File: src/rtl/sc_match_scorer.sv
// sc_match_scorer
//   Two-stage rhythm-game hit scorer.
//   Stage 1 registers |match_dt| (with -32768 saturated to 32767) and the
//   hit/miss valid bits. Stage 2 grades the hit against the timing windows
//   and updates score, streak and max_streak. All results appear two clock
//   edges after the input pulse, and one event per cycle is accepted.
//
// Ports
//   clk          in   1   rising-edge clock
//   reset        in   1   synchronous active-high reset
//   match_en     in   1   pulse: match_dt carries a hit timing
//   match_dt     in  16   signed song_time - note_time (ticks)
//   miss_en      in   1   pulse: note passed unhit
//   song_restart in   1   synchronous clear, identical to reset
//   grade_valid  out  1   pulse: grade is valid
//   grade        out  2   3 PERFECT, 2 GOOD, 1 OK, 0 BAD
//   miss_pulse   out  1   pulse when a miss is applied (miss_en or BAD)
//   score        out 24   accumulated score, saturating
//   streak       out 10   consecutive non-BAD hits, saturating
//   max_streak   out 10   highest streak since reset/restart
//   multiplier   out  3   1..4, derived from registered streak
module sc_match_scorer #(
  parameter logic [15:0] PERFECT_WIN = 16'd2000,
  parameter logic [15:0] GOOD_WIN    = 16'd5000,
  parameter logic [15:0] OK_WIN      = 16'd10000,
  parameter logic [7:0]  PERFECT_PTS = 8'd100,
  parameter logic [7:0]  GOOD_PTS    = 8'd50,
  parameter logic [7:0]  OK_PTS      = 8'd20
) (
  input  logic        clk,
  input  logic        reset,
  input  logic        match_en,
  input  logic [15:0] match_dt,
  input  logic        miss_en,
  input  logic        song_restart,
  output logic        grade_valid,
  output logic [1:0]  grade,
  output logic        miss_pulse,
  output logic [23:0] score,
  output logic [9:0]  streak,
  output logic [9:0]  max_streak,
  output logic [2:0]  multiplier
);

  typedef enum logic [1:0] {
    GRADE_BAD     = 2'd0,
    GRADE_OK      = 2'd1,
    GRADE_GOOD    = 2'd2,
    GRADE_PERFECT = 2'd3
  } grade_e;

  logic clr;
  assign clr = reset | song_restart;

  // ---------------- stage 1 ----------------
  logic [15:0] abs_dt_d, abs_dt_q;
  logic        hit_v_d, hit_v_q;
  logic        miss_v_d, miss_v_q;

  always_comb begin
    abs_dt_d = '0;
    if (match_en) begin
      if (!match_dt[15])
        abs_dt_d = match_dt;
      else if (match_dt == 16'h8000)
        abs_dt_d = 16'h7FFF;  // -32768 has no positive 16-bit counterpart
      else
        abs_dt_d = ~match_dt + 16'd1;
    end
    hit_v_d  = match_en;
    miss_v_d = miss_en;
  end

  always_ff @(posedge clk) begin
    if (clr) begin
      abs_dt_q <= '0;
      hit_v_q  <= 1'b0;
      miss_v_q <= 1'b0;
    end else begin
      abs_dt_q <= abs_dt_d;
      hit_v_q  <= hit_v_d;
      miss_v_q <= miss_v_d;
    end
  end

  // ---------------- stage 2 ----------------
  grade_e      cls;
  logic [7:0]  base_pts;
  logic [2:0]  mult;
  logic [10:0] pts;
  logic [24:0] score_sum;

  grade_e      grade_d, grade_q;
  logic        grade_valid_d, grade_valid_q;
  logic        miss_pulse_d, miss_pulse_q;
  logic [23:0] score_d, score_q;
  logic [9:0]  streak_d, streak_q;
  logic [9:0]  max_streak_d, max_streak_q;

  always_comb begin
    if (abs_dt_q <= PERFECT_WIN)
      cls = GRADE_PERFECT;
    else if (abs_dt_q <= GOOD_WIN)
      cls = GRADE_GOOD;
    else if (abs_dt_q <= OK_WIN)
      cls = GRADE_OK;
    else
      cls = GRADE_BAD;

    case (cls)
      GRADE_PERFECT: base_pts = PERFECT_PTS;
      GRADE_GOOD:    base_pts = GOOD_PTS;
      GRADE_OK:      base_pts = OK_PTS;
      default:       base_pts = '0;
    endcase
  end

  always_comb begin
    if (streak_q >= 10'd30)
      mult = 3'd4;
    else if (streak_q >= 10'd20)
      mult = 3'd3;
    else if (streak_q >= 10'd10)
      mult = 3'd2;
    else
      mult = 3'd1;
  end

  assign pts       = {3'b000, base_pts} * {8'h00, mult};
  assign score_sum = {1'b0, score_q} + {14'h0000, pts};

  always_comb begin
    grade_valid_d = 1'b0;
    grade_d       = GRADE_BAD;
    miss_pulse_d  = 1'b0;
    score_d       = score_q;
    streak_d      = streak_q;
    max_streak_d  = max_streak_q;

    if (hit_v_q) begin
      grade_valid_d = 1'b1;
      grade_d       = cls;
      if (cls != GRADE_BAD) begin
        score_d  = score_sum[24] ? '1 : score_sum[23:0];
        streak_d = (streak_q == '1) ? streak_q : streak_q + 10'd1;
      end else begin
        streak_d     = '0;
        miss_pulse_d = 1'b1;
      end
    end

    // The hit's streak must reach max_streak before a simultaneous miss clears it.
    if (streak_d > max_streak_q)
      max_streak_d = streak_d;

    if (miss_v_q) begin
      miss_pulse_d = 1'b1;
      streak_d     = '0;
    end
  end

  always_ff @(posedge clk) begin
    if (clr) begin
      grade_valid_q <= 1'b0;
      grade_q       <= GRADE_BAD;
      miss_pulse_q  <= 1'b0;
      score_q       <= '0;
      streak_q      <= '0;
      max_streak_q  <= '0;
    end else begin
      grade_valid_q <= grade_valid_d;
      grade_q       <= grade_d;
      miss_pulse_q  <= miss_pulse_d;
      score_q       <= score_d;
      streak_q      <= streak_d;
      max_streak_q  <= max_streak_d;
    end
  end

  assign grade_valid = grade_valid_q;
  assign grade       = grade_q;
  assign miss_pulse  = miss_pulse_q;
  assign score       = score_q;
  assign streak      = streak_q;
  assign max_streak  = max_streak_q;
  assign multiplier  = mult;

endmodule

File: config.mk
export PLATFORM = sky130hd
export DESIGN_NAME = sc_match_scorer
export DESIGN_NICKNAME = d
export VERILOG_FILES = /design/src/rtl/sc_match_scorer.sv
export SDC_FILE = /design/constraint.sdc
export NUM_CORES = 1
export LEC_CHECK = 0
export BUFFER_PORTS_ARGS = -buffer_cell sky130_fd_sc_hd__buf_4
export CAP_MARGIN = 20
export CORE_MARGIN = 4
export CORE_UTILIZATION = 57
export DETAILED_ROUTE_END_ITERATION = 7
export PLACE_DENSITY = 0.88
export SKIP_LAST_GASP = 1
export SLEW_MARGIN = 20
export SYNTH_ARGS = -nofsm -noshare
export SYNTH_HDL_FRONTEND = slang
export SYNTH_SLANG_ARGS = --single-unit
File: constraint.sdc
create_clock -name clk -period 5.7 [get_ports clk]
set_input_delay 1.14 -clock clk [delete_from_list [all_inputs] [get_ports clk]]
set_output_delay 1.14 -clock clk [all_outputs]
set_load 0.1 [all_outputs]
==> flow_summary_export.csv <==
group,metric,value,unit
layout,finalNonFillerCells,663,
timing,period_needed,5090,ps
place,port_buffers,71,
clock_network,cts-buffers-inserted,9,
synthesis,synth_simple_gate_area_share,23.1,%
timing,slew_headroom,54.8,%
floorplan,start_util,58.7,%
timing,fin_tns_setup,0,ps
pwr,p_leak,0.00210,uW
layout,layout-drive-gt1-share,20.0,%
pwr,powerDensity,201,nW/um2
clock_network,clkLatencyLatePin,350,ps
floorplan,chipHeight,94.4,um
timing,clock.fmax,197,MHz
route,antenna_left,0,
floorplan,ios,72,
route,wire_per_inst,16.5,um
place,dp_cells,648,
synthesis,yosys_warnings,0,
timing,hold_violations,0,
timing,tightest_slew,679,ps
job,max_cap_viol_count,0,
grt,grt_pass1_vias,3912,
floorplan,row_count,31,
clock_network,post_cts_buffers,0,
min_path,worst_hold_path_type,"register to register",
route,vias_per_cell,6.16,
synthesis,synthAdderAreaFrac,12.6,%
layout,antenna_cells,0,
route,first_iter_violations,347,
critical_path,startpoint_type,"register",
grt,grt_pass1_wl,18100,um
synthesis,syn_area,4260,um2
place,dp_hpwl,7970,um
clock_network,cts.sinks,66,
place,gp_congestion,0.883,
run_status,status,"completed",
route,drc,0,
route,dr_total_vias,4081,
timing,final-setup-viol-count,0,
critical_path,criticalPathCategory,"register to register",
grt,grt_max_degree,27,
floorplan,die_w,94.4,um
grt,grt_overflow_total,0,
critical_path,cp-end-kind,"register",
synthesis,synthMuxAreaShare,0.499,%
synthesis,synthCells,497,
clock_network,hold_buffers,0,
clock_network,cts_tree,"yes",
grt,grt_usage,25.3,%
critical_path,arrival,5370,ps
layout,final_nets,619,
timing,worst_slack,612,ps
grt,antenna_found_initial,0,
pwr,irDropWorstVdd,0.000116,V
timing,rsz0062_at_grt,"false",
place,dpl_worst_slack,693,ps
route,wl,10900,um
clock_network,cts_root_buf,"clkbuf_8",
synthesis,synth.area.top_cells,"dfxtp_1 (31%), ha_1 (8.8%), fa_1 (3.8%)",
clock_network,htreeDepth,3,
synthesis,synth_edf_count,0,
synthesis,syn_area_per_cell,8.57,um2
critical_path,path_max_fanout,16,
synthesis,ys_types,68,
clock_network,clk_pin_slew,70,ps
synthesis,synth_xor_area_share,3.50,%
clock_network,ctsResizeCount,0,
synthesis,ys.flop_type,"dfxtp_1",
synthesis,ys_ff_latch,66,
synthesis,async_reset_ff_share,0,%
synthesis,synth_top_area_share,31.0,%
critical_path,required,5980,ps
timing,finalMaxSlewViolations,0,
timing,clock_skew,8.99,ps
route,firstDrtPassIters,5,
floorplan,dieArea,8920,um2
synthesis,yosys.area.top_type,"dfxtp_1",
synthesis,ys_seq_area_share,31.0,%
layout,syn2layout_area_growth,18.2,%
clock_network,cts.path.max_buffers,2,
layout,multi_input_area,2680,um2
timing,period_share,89.3,%
synthesis,syn-num-nets,556,
floorplan,core_area,7250,um2
layout,fillCellCount,571,
synthesis,synth_compound_area_share,23.2,%
synthesis,synth_top_family_by_area,"compound AO/OA/AOI/OAI gates",
layout,register_area,1320,um2
where the power goes:
part	switching [uW]	total (uW)	internal (uW)
combinational	81.5	124	42.3
clock	177	412	235
sequential	6.18	474	468
Yosys cell counts (2+ instances only):
master      n
nor3b_1     6
a21oi_1    28
a311oi_1    5
nor4_1      7
a211oi_1    9
nand3_1    17
or3_1       6
clkbuf_1   11
nand2b_1    7
buf_6       2
xnor2_1     3
o211ai_2    2
buf_2       6
nor3_2      3
a211oi_2    2
a31oi_2     3
nand4_1    18
o31ai_1    10
a2111oi_0   2
and2_1     10
a41oi_1     2
buf_1       2
a31oi_1    18
nand2_1    23
ha_1       30
xor2_1     14
o21ai_0    20
nor3_1     10
o2111a_1    2
and4_1      6
a21o_1      4
or4_1       2
nor4_2      2
and3_1      8
fa_1        8
nor2_1     37
nor2b_1     7
o21ai_1     3
inv_2       3
o211ai_1    6
dfxtp_1    66
inv_1      39
o31a_1      3
final timing paths:
path                   end  cells past startpoint           from  slack (ps)
max              score[21]                     15    abs_dt_q[5]         610
min          max_streak[3]                      2  max_streak[3]         500
max reg2reg      score[21]                     15    abs_dt_q[5]         610
min reg2reg  max_streak[3]                      2  max_streak[3]         500
critical path, stage by stage (launching register included):
cell and delay [ps]:
dfxtp_1 330, or4_1 530, o311ai_2 280, nor4_1 130, nor3_4 290, ha_1 320
nand2b_1 190, fa_1 540, inv_1 50, fa_1 470, ha_1 390, o211ai_1 120
a21o_1 220, a221oi_4 610, nand2_1 330, a31oi_1 220
metal layers:
| layer | up-vias | GRT usage, % | part of all wire (%) |
|---|---|---|---|
| met2 | 164 | 42.9 | 48 |
| met3 | 23 | 3.82 | 6.5 |
| met4 | 0 | 12.3 | 2.4 |
| li1 | 1970 | - | - |
| met1 | 1924 | 31.4 | 43 |
| met5 | - | 0 | 0 |
stage by stage:
step / area, um2 / utilization (%) / hold WS [ps] / power [uW]
4_1_cts: 5030 / 69.4 / 501 / 1010
2_1_floorplan: 4260 / - / 456 / 567
3_5_place_dp: 4830 / 66.6 / 489 / 605
3_3_place_gp: 4830 / 66.6 / 479 / 599
5_1_grt: 5030 / 69.4 / 514 / 1050
6_report: 5030 / 69.4 / 496 / 1010
cells in the final DEF, fill, tap and decap left out, types with 12 or more instances in the layout:
master,instances
inv_1,39
a21oi_1,28
dfxtp_1,66
nand4_1,18
xor2_1,14
ha_1,30
nand3_1,17
nand2_1,23
a31oi_1,18
nor2_1,37
o21ai_0,20
clkbuf_8,12
buf_4,73
state kept, by name, indices dropped and copies added, names as in the netlist:
name	flops
abs_dt_q	16
miss_v_q	1
grade_valid	1
score	24
streak	10
grade	2
hit_v_q	1
miss_pulse	1
max_streak	10
cell families after synthesis:
group           Yosys count
fa+ha+maj                38
xor+xnor                 17
buf+inv                  63
flops                    66
simple gates            175
compound gates          136
mux                       2
area by class of cell:
type | count | share of cell area [%]
Sequential cell | 66 | 26.2
Multi-Input combinational cell | 368 | 53.2
Inverter | 42 | 3.13
Tap cell | 99 | 2.46
Clock buffer | 13 | 3.36
Clock inverter | 2 | 0.696
Timing Repair Buffer | 73 | 10.9
Power figures use the tool's default switching activity.
